===== src/rtl/gpio_bus_master_if.sv =====
// Bundle between the word-request side and the byte-wide cs/rd/wr/ready peripheral bus.
// The master modport is the bus initiator; the slave modport is the CPU plus peripheral side.
interface gpio_bus_master_if;
    // Request handshake: a request transfers on a clk edge where req_valid & req_ready are both 1.
    // req_we/req_addr/req_be/req_wdata must be stable while req_valid is high. rsp_valid is a
    // one-cycle pulse with no back-pressure; rsp_rdata/rsp_err are meaningful only with it.
    logic        req_valid;
    logic        req_ready;
    logic        req_we;
    logic [31:0] req_addr;
    logic [3:0]  req_be;
    logic [31:0] req_wdata;
    logic        rsp_valid;
    logic [31:0] rsp_rdata;
    logic        rsp_err;
    logic        cs;
    logic        rd;
    logic        wr;
    logic [31:0] addr;
    logic [7:0]  data_o;
    logic [7:0]  data_i;
    logic        ready;
    logic        irq;
    logic        irq_evt;

    modport master (
        input  req_valid, req_we, req_addr, req_be, req_wdata, data_i, ready, irq,
        output req_ready, rsp_valid, rsp_rdata, rsp_err, cs, rd, wr, addr, data_o, irq_evt
    );

    modport slave (
        output req_valid, req_we, req_addr, req_be, req_wdata, data_i, ready, irq,
        input  req_ready, rsp_valid, rsp_rdata, rsp_err, cs, rd, wr, addr, data_o, irq_evt
    );
endinterface


===== src/rtl/gpio_bus_master.sv =====
// Word-to-byte initiator: splits a 32-bit request into up to four four-phase byte cycles.
// Optional STROBE timeout is compiled in with the macro GPIO_BUSM_TIMEOUT_EN.
module gpio_bus_master #(
    parameter int TIMEOUT_CYCLES = 64
) (
    input  logic               clk,
    input  logic               rst,
    gpio_bus_master_if.master  bus,
    output logic [2:0]         dbg_state
);

    typedef enum logic [2:0] {
        S_IDLE    = 3'd0,
        S_SETUP   = 3'd1,
        S_STROBE  = 3'd2,
        S_RELEASE = 3'd3,
        S_NEXT    = 3'd4,
        S_RESP    = 3'd5
    } state_t;

    state_t      state;
    logic        ready_m, ready_s;
    logic        irq_m, irq_s, irq_s_d;
    logic        irq_evt_r;
    logic [7:0]  cap;
    logic        we;
    logic [31:0] base;
    logic [3:0]  be;
    logic [31:0] wdata;
    logic [2:0]  idx;
    logic [31:0] acc;
    logic        req_ready_r;
    logic        rsp_valid_r;
    logic        cs_r, rd_r, wr_r;
    logic [31:0] addr_r;
    logic [7:0]  data_o_r;
    logic        err;
    logic        strobe_abort;

    // ready is sampled raw into cap so read data is held across the synchronizer delay.
    always_ff @(posedge clk or posedge rst) begin
        if (rst) begin
            ready_m   <= 1'b0;
            ready_s   <= 1'b0;
            irq_m     <= 1'b0;
            irq_s     <= 1'b0;
            irq_s_d   <= 1'b0;
            irq_evt_r <= 1'b0;
            cap       <= 8'h00;
        end else begin
            ready_m   <= bus.ready;
            ready_s   <= ready_m;
            irq_m     <= bus.irq;
            irq_s     <= irq_m;
            irq_s_d   <= irq_s;
            irq_evt_r <= irq_s & ~irq_s_d;
            if (bus.ready && state == S_STROBE) cap <= bus.data_i;
        end
    end

`ifdef GPIO_BUSM_TIMEOUT_EN
    localparam int CW = $clog2(TIMEOUT_CYCLES + 1);
    logic [CW-1:0] cnt;

    // Abort on the cycle that would complete TIMEOUT_CYCLES STROBE cycles; a late ready still wins.
    assign strobe_abort = (state == S_STROBE) && !ready_s && (cnt == CW'(TIMEOUT_CYCLES - 1));

    always_ff @(posedge clk or posedge rst) begin
        if (rst) begin
            cnt <= '0;
            err <= 1'b0;
        end else begin
            if (state == S_IDLE && bus.req_valid) err <= 1'b0;
            else if (strobe_abort)                err <= 1'b1;
            if (state == S_STROBE) cnt <= cnt + CW'(1);
            else                   cnt <= '0;
        end
    end
`else
    assign strobe_abort = 1'b0;
    assign err          = 1'b0;
`endif

    always_ff @(posedge clk or posedge rst) begin
        if (rst) begin
            state       <= S_IDLE;
            req_ready_r <= 1'b1;
            rsp_valid_r <= 1'b0;
            cs_r        <= 1'b0;
            rd_r        <= 1'b0;
            wr_r        <= 1'b0;
            addr_r      <= 32'h0;
            data_o_r    <= 8'h00;
            we          <= 1'b0;
            base        <= 32'h0;
            be          <= 4'h0;
            wdata       <= 32'h0;
            idx         <= 3'd0;
            acc         <= 32'h0;
        end else begin
            rsp_valid_r <= 1'b0;
            case (state)
                S_IDLE: begin
                    if (bus.req_valid) begin
                        we          <= bus.req_we;
                        base        <= bus.req_addr & ~32'h3;
                        be          <= bus.req_be;
                        wdata       <= bus.req_wdata;
                        idx         <= 3'd0;
                        acc         <= 32'h0;
                        req_ready_r <= 1'b0;
                        state       <= S_NEXT;
                    end
                end
                S_NEXT: begin
                    if (idx == 3'd4) begin
                        rsp_valid_r <= 1'b1;
                        state       <= S_RESP;
                    end else if (!be[idx[1:0]] || err) begin
                        idx <= idx + 3'd1;
                    end else begin
                        cs_r   <= 1'b1;
                        addr_r <= base + {30'h0, idx[1:0]};
                        if (we) data_o_r <= wdata[8*idx[1:0] +: 8];
                        state  <= S_SETUP;
                    end
                end
                S_SETUP: begin
                    rd_r  <= ~we;
                    wr_r  <= we;
                    state <= S_STROBE;
                end
                S_STROBE: begin
                    if (ready_s) begin
                        if (!we) acc[8*idx[1:0] +: 8] <= cap;
                        cs_r  <= 1'b0;
                        rd_r  <= 1'b0;
                        wr_r  <= 1'b0;
                        state <= S_RELEASE;
                    end else if (strobe_abort) begin
                        cs_r  <= 1'b0;
                        rd_r  <= 1'b0;
                        wr_r  <= 1'b0;
                        state <= S_RELEASE;
                    end
                end
                S_RELEASE: begin
                    if (!ready_s) begin
                        idx   <= idx + 3'd1;
                        state <= S_NEXT;
                    end
                end
                S_RESP: begin
                    req_ready_r <= 1'b1;
                    state       <= S_IDLE;
                end
                default: begin
                    req_ready_r <= 1'b1;
                    state       <= S_IDLE;
                end
            endcase
        end
    end

    assign bus.req_ready = req_ready_r;
    assign bus.rsp_valid = rsp_valid_r;
    assign bus.rsp_rdata = acc;
    assign bus.rsp_err   = err;
    assign bus.cs        = cs_r;
    assign bus.rd        = rd_r;
    assign bus.wr        = wr_r;
    assign bus.addr      = addr_r;
    assign bus.data_o    = data_o_r;
    assign bus.irq_evt   = irq_evt_r;
    assign dbg_state     = state;

endmodule


===== src/flat_wrapper.sv =====
// flat-port wrapper written by rule: the top's interface ports become plain ports
module gpio_bus_master_flat 
#(
    parameter int TIMEOUT_CYCLES = 64
)
  (clk, rst, dbg_state, bus_req_valid, bus_req_we, bus_req_addr, bus_req_be, bus_req_wdata, bus_data_i, bus_ready, bus_irq, bus_req_ready, bus_rsp_valid, bus_rsp_rdata, bus_rsp_err, bus_cs, bus_rd, bus_wr, bus_addr, bus_data_o, bus_irq_evt);
  gpio_bus_master_if bus_i ();
  input  logic clk;
  input  logic rst;
  output logic [2:0] dbg_state;
  input wire logic [$bits(bus_i.req_valid)-1:0] bus_req_valid;
  input wire logic [$bits(bus_i.req_we)-1:0] bus_req_we;
  input wire logic [$bits(bus_i.req_addr)-1:0] bus_req_addr;
  input wire logic [$bits(bus_i.req_be)-1:0] bus_req_be;
  input wire logic [$bits(bus_i.req_wdata)-1:0] bus_req_wdata;
  input wire logic [$bits(bus_i.data_i)-1:0] bus_data_i;
  input wire logic [$bits(bus_i.ready)-1:0] bus_ready;
  input wire logic [$bits(bus_i.irq)-1:0] bus_irq;
  output wire logic [$bits(bus_i.req_ready)-1:0] bus_req_ready;
  output wire logic [$bits(bus_i.rsp_valid)-1:0] bus_rsp_valid;
  output wire logic [$bits(bus_i.rsp_rdata)-1:0] bus_rsp_rdata;
  output wire logic [$bits(bus_i.rsp_err)-1:0] bus_rsp_err;
  output wire logic [$bits(bus_i.cs)-1:0] bus_cs;
  output wire logic [$bits(bus_i.rd)-1:0] bus_rd;
  output wire logic [$bits(bus_i.wr)-1:0] bus_wr;
  output wire logic [$bits(bus_i.addr)-1:0] bus_addr;
  output wire logic [$bits(bus_i.data_o)-1:0] bus_data_o;
  output wire logic [$bits(bus_i.irq_evt)-1:0] bus_irq_evt;
  assign bus_i.req_valid = bus_req_valid;
  assign bus_i.req_we = bus_req_we;
  assign bus_i.req_addr = bus_req_addr;
  assign bus_i.req_be = bus_req_be;
  assign bus_i.req_wdata = bus_req_wdata;
  assign bus_i.data_i = bus_data_i;
  assign bus_i.ready = bus_ready;
  assign bus_i.irq = bus_irq;
  assign bus_req_ready = bus_i.req_ready;
  assign bus_rsp_valid = bus_i.rsp_valid;
  assign bus_rsp_rdata = bus_i.rsp_rdata;
  assign bus_rsp_err = bus_i.rsp_err;
  assign bus_cs = bus_i.cs;
  assign bus_rd = bus_i.rd;
  assign bus_wr = bus_i.wr;
  assign bus_addr = bus_i.addr;
  assign bus_data_o = bus_i.data_o;
  assign bus_irq_evt = bus_i.irq_evt;
  gpio_bus_master #(.TIMEOUT_CYCLES(TIMEOUT_CYCLES)) u_core (.clk(clk), .rst(rst), .bus(bus_i), .dbg_state(dbg_state));
endmodule

===== config.mk =====
export PLATFORM = sky130hd
export DESIGN_NAME = gpio_bus_master_flat
export DESIGN_NICKNAME = d
export VERILOG_FILES = /design/src/rtl/gpio_bus_master_if.sv /design/src/rtl/gpio_bus_master.sv /design/src/flat_wrapper.sv
export SDC_FILE = /design/constraint.sdc
export NUM_CORES = 1
export LEC_CHECK = 0
export CORE_MARGIN = 8
export CORE_UTILIZATION = 39
export DETAILED_ROUTE_END_ITERATION = 8
export PLACE_DENSITY = 0.67
export SYNTH_ARGS = -nofsm -noshare
export SYNTH_HDL_FRONTEND = slang
export SYNTH_SLANG_ARGS = --single-unit

===== constraint.sdc =====
create_clock -name clk -period 15 [get_ports clk]
set_input_delay 2.25 -clock clk [delete_from_list [all_inputs] [get_ports clk]]
set_output_delay 2.25 -clock clk [all_outputs]
set_load 0.05 [all_outputs]

==> impl_summary.log <==
INFO  metric outcome = completed
INFO  metric grt_start_max_net_pins = 97
INFO  metric place_worst_setup_slack = around 11 ns
INFO  metric fp.coreArea = about 17000 um^2
INFO  metric worstSetupEndpointType = primary output
INFO  metric drt_iter0_drc = 182
INFO  metric synthesis_stage_register_bit_count = around 160
INFO  metric drc = 0
INFO  metric min_path_type = flop to flop
INFO  metric multi_input_comb_area = between 2000 and 2500 um^2
INFO  metric worst_slack = 10.78 ns
INFO  metric regToRegStartpoint = u_core.idx[1]
INFO  metric holdPathStages = 0
INFO  metric dp_hpwl = ~11 mm
INFO  metric detail-route-antenna-nets = 0
INFO  metric clkSinkCount = between 150 and 200
INFO  metric cts_buffers = 17
INFO  metric floorplan.die.height = around 150 um
INFO  metric synth_seq_area_share = between 60% and 70%
INFO  metric fp-row-count = 48
INFO  metric areaGrowthSynthToFinish = 36.3%
INFO  metric drtPass1Iterations = 4
INFO  metric timing.max_slew.rel_slack = 19.7%
INFO  metric global_route_wire_length_before_repair = between 20 and 25 mm
INFO  metric post_cts_resized = 0
INFO  metric gr-usage-all-layers = 14.4%
INFO  metric power-per-cell-area = 228 nW/um^2
INFO  metric crit_path_max_incr_delay = a little over 0.9 ns
INFO  metric synth_enable_flop_cells = 0
INFO  metric cts_hold_buffers = 0
INFO  metric cpMaxStageDelayCell = sky130_fd_sc_hd__clkdlybuf4s50_1
INFO  metric fp.dieW = around 150 um
INFO  metric final_cell_mix = sky130_fd_sc_hd__dfrtp_1 (163), sky130_fd_sc_hd__clkdlybuf4s50_1 (160), sky130_fd_sc_hd__mux2_2 (86)
INFO  metric routabilityCongestion = ~0.78
INFO  metric cts.clk_slew.worst_paths = roughly 0.070 ns
INFO  metric antenna_violations_before_repair = 0
INFO  metric synthesis.area = 6680 um^2
INFO  metric r2r_end = u_core.bus.data_o[0]
INFO  metric syn-instance-count = 433
INFO  metric avgViaCountPerCell = 4.96
INFO  metric floorplan.io_pins = approximately 160
INFO  metric dominantRegCellSynth = sky130_fd_sc_hd__dfrtp_1
INFO  metric timing.final.hold_violations = 0
INFO  metric root_buffer = sky130_fd_sc_hd__clkbuf_16
INFO  metric detail_route.wl_per_cell = about 18 um
INFO  metric min_delay_worst_endpoint = u_core.irq_s
INFO  metric max_cap_viol_count = 0
INFO  metric max_freq = around 240 MHz
INFO  metric first_global_vias = 4566
INFO  metric postCtsSetupRepairBufs = 0
INFO  metric crit_path_cell_trace = clkdlybuf4s50_1
INFO  metric final.setup_skew = about 0.0081 ns
INFO  metric wl = 15.2 mm
INFO  metric htree_num_levels = 4
INFO  metric ir_worst_vdd = roughly 0.00014 V
INFO  metric setup_viol = 0
INFO  metric cpLargestDelayFamily = buffers and inverters
INFO  metric tightest_slew = 1.20 ns
INFO  metric rsz0062_at_grt = false
INFO  metric die_area = about 22000 um^2
INFO  metric worstSetupPathType = flop to primary output
INFO  metric via_count_of_the_routed_design = 4136
INFO  metric final_layout_size_suffix_gt1_share = between 20% and 30%
INFO  metric grt-ovfl-total = 0
INFO  metric post-route-period-util = 28.1%
INFO  metric p_leak = roughly 0.0038 uW
INFO  metric cp.required = about 13 ns
INFO  metric critPathLaunchType = flop
INFO  metric worst-path-max-fanout = 15
INFO  metric timing.critical_path.arrival = just under 2 ns
INFO  metric timing.hold.worst.start = u_core.irq_m
INFO  metric total_negative_slack = 0 ns
INFO  metric cts_tree = built
INFO  metric synth_cell_type_count = 40
INFO  metric r2r_setup_slack = ~12 ns
INFO  metric starting_density_of_the_core = between 30% and 40%
INFO  metric slew_viol_final = 0
INFO  metric number_of_filler_instances_in_the_final_layout = between 1000 and 1500
INFO  metric critPathBufInv = 1
INFO  metric number_of_warnings_printed_during_yosys_synthesis = 0
INFO  metric synth.net_count = ~520
INFO  metric cts-root-to-sink-buffers = 2
INFO  metric ys_async_sr_fraction = 100%
INFO  metric numPortBuffers = between 150 and 200
INFO  metric layout_min_cycle_time = between 4 and 5 ns
INFO  metric seqCellArea = ~4100 um^2
INFO  metric post_synth.cell_area_avg = around 15 um^2
INFO  metric source_to_sink_clock_delay_at_the_later_pin_of_the_worst_skew_pair = around 0.42 ns
INFO  metric post_layout_net_count = 684
INFO  metric cell_depth_of_the_worst_flop_to_flop_path = 6
INFO  metric most_common_cell_after_layout_fill_and_taps_aside = sky130_fd_sc_hd__dfrtp_1
INFO  metric antenna-diode-count = 0
-- registers in the layout, summed over array words and instances (netlist names), 3 cells and up --
name,count
u_core.wdata,32
u_core.bus.addr,32
u_core.be,4
u_core.bus.data_o,8
u_core.base,30
u_core.idx,3
u_core.bus.rsp_rdata,32
u_core.cap,8
u_core.dbg_state,3
-- Yosys cell counts (all sizes together), types with 2 or more instances --
cell type | n | area share [%]
a21oi | 7 | 0.52
mux4 | 9 | 3.0
mux2 | 115 | 21
nor4 | 3 | 0.96
nand3 | 2 | 0.15
nor3 | 2 | 0.15
a31oi | 2 | 0.19
nor2 | 9 | 0.54
and3 | 3 | 0.28
clkbuf | 4 | 0.22
o21a | 2 | 0.22
or3b | 2 | 0.26
nor2b | 3 | 0.28
buf | 16 | 1.9
o21ai | 14 | 1.0
dfrtp | 163 | 61
a22o | 25 | 3.3
inv | 6 | 0.34
nand2 | 27 | 1.6
ha | 6 | 1.1
-- through the flow --
stage / instance area [um^2] / cells / utilization (%) / power, uW / hold slack [ns]
floorplan: 6680 / 433 / - / 1370 / 0.331
global placement: 8470 / 802 / 49.8 / 1600 / 0.342
detailed placement: 8470 / 802 / 49.8 / 1620 / 0.342
CTS: 9110 / 834 / 53.6 / 2100 / 0.374
global route: 9110 / 834 / 53.6 / 2180 / 0.379
finish: 9110 / 834 / 53.6 / 2080 / 0.373
-- metal layers --
layer	vias to the layer above	global-route usage [%]	wire, um
met4	0	5.56	268
met1	2105	17.6	6630
met2	124	23.5	7420
met3	17	4.15	865
met5	-	0	0
li1	1890	-	-
-- report_power, final --
part / internal [uW] / leakage (uW) / switching, uW / total [uW]
sequential: 619 / 0.00202 / 127 / 746
clock: 283 / 0.000304 / 188 / 471
combinational: 406 / 0.00153 / 453 / 858
-- area by class of cell --
type                            count  area share (%)
Inverter                            6           0.302
Timing Repair Buffer              164            17.9
Tap cell                          225            3.09
Sequential cell                   164            45.1
Clock inverter                     15            2.36
Clock buffer                       17            4.67
Multi-Input combinational cell    243            26.6
-- cell families after synthesis --
family | count (synthesis) | synth area share, %
flops | 164 | 61.4
mux | 124 | 24.0
simple gates | 57 | 5.04
compound gates | 55 | 5.86
buf+inv | 26 | 2.43
fa+ha+maj | 6 | 1.12
other cells | 1 | 0.0561
-- how the worst max path moves through the flow --
stage	slack [ns]	startpoint	cells past startpoint	end
final	10.78	u_core.dbg_state[0]	1	dbg_state[0]
after CTS	10.77	u_core.dbg_state[0]	1	dbg_state[0]
after global placement	10.74	rst	3	u_core.base[10]
after detailed placement	10.66	rst	3	u_core.bus.addr[3]
after global routing	10.71	u_core.dbg_state[0]	1	dbg_state[0]
after floorplan	8.32	rst	1	u_core.base[10]
No activity file was read; power rests on OpenSTA's default activity.
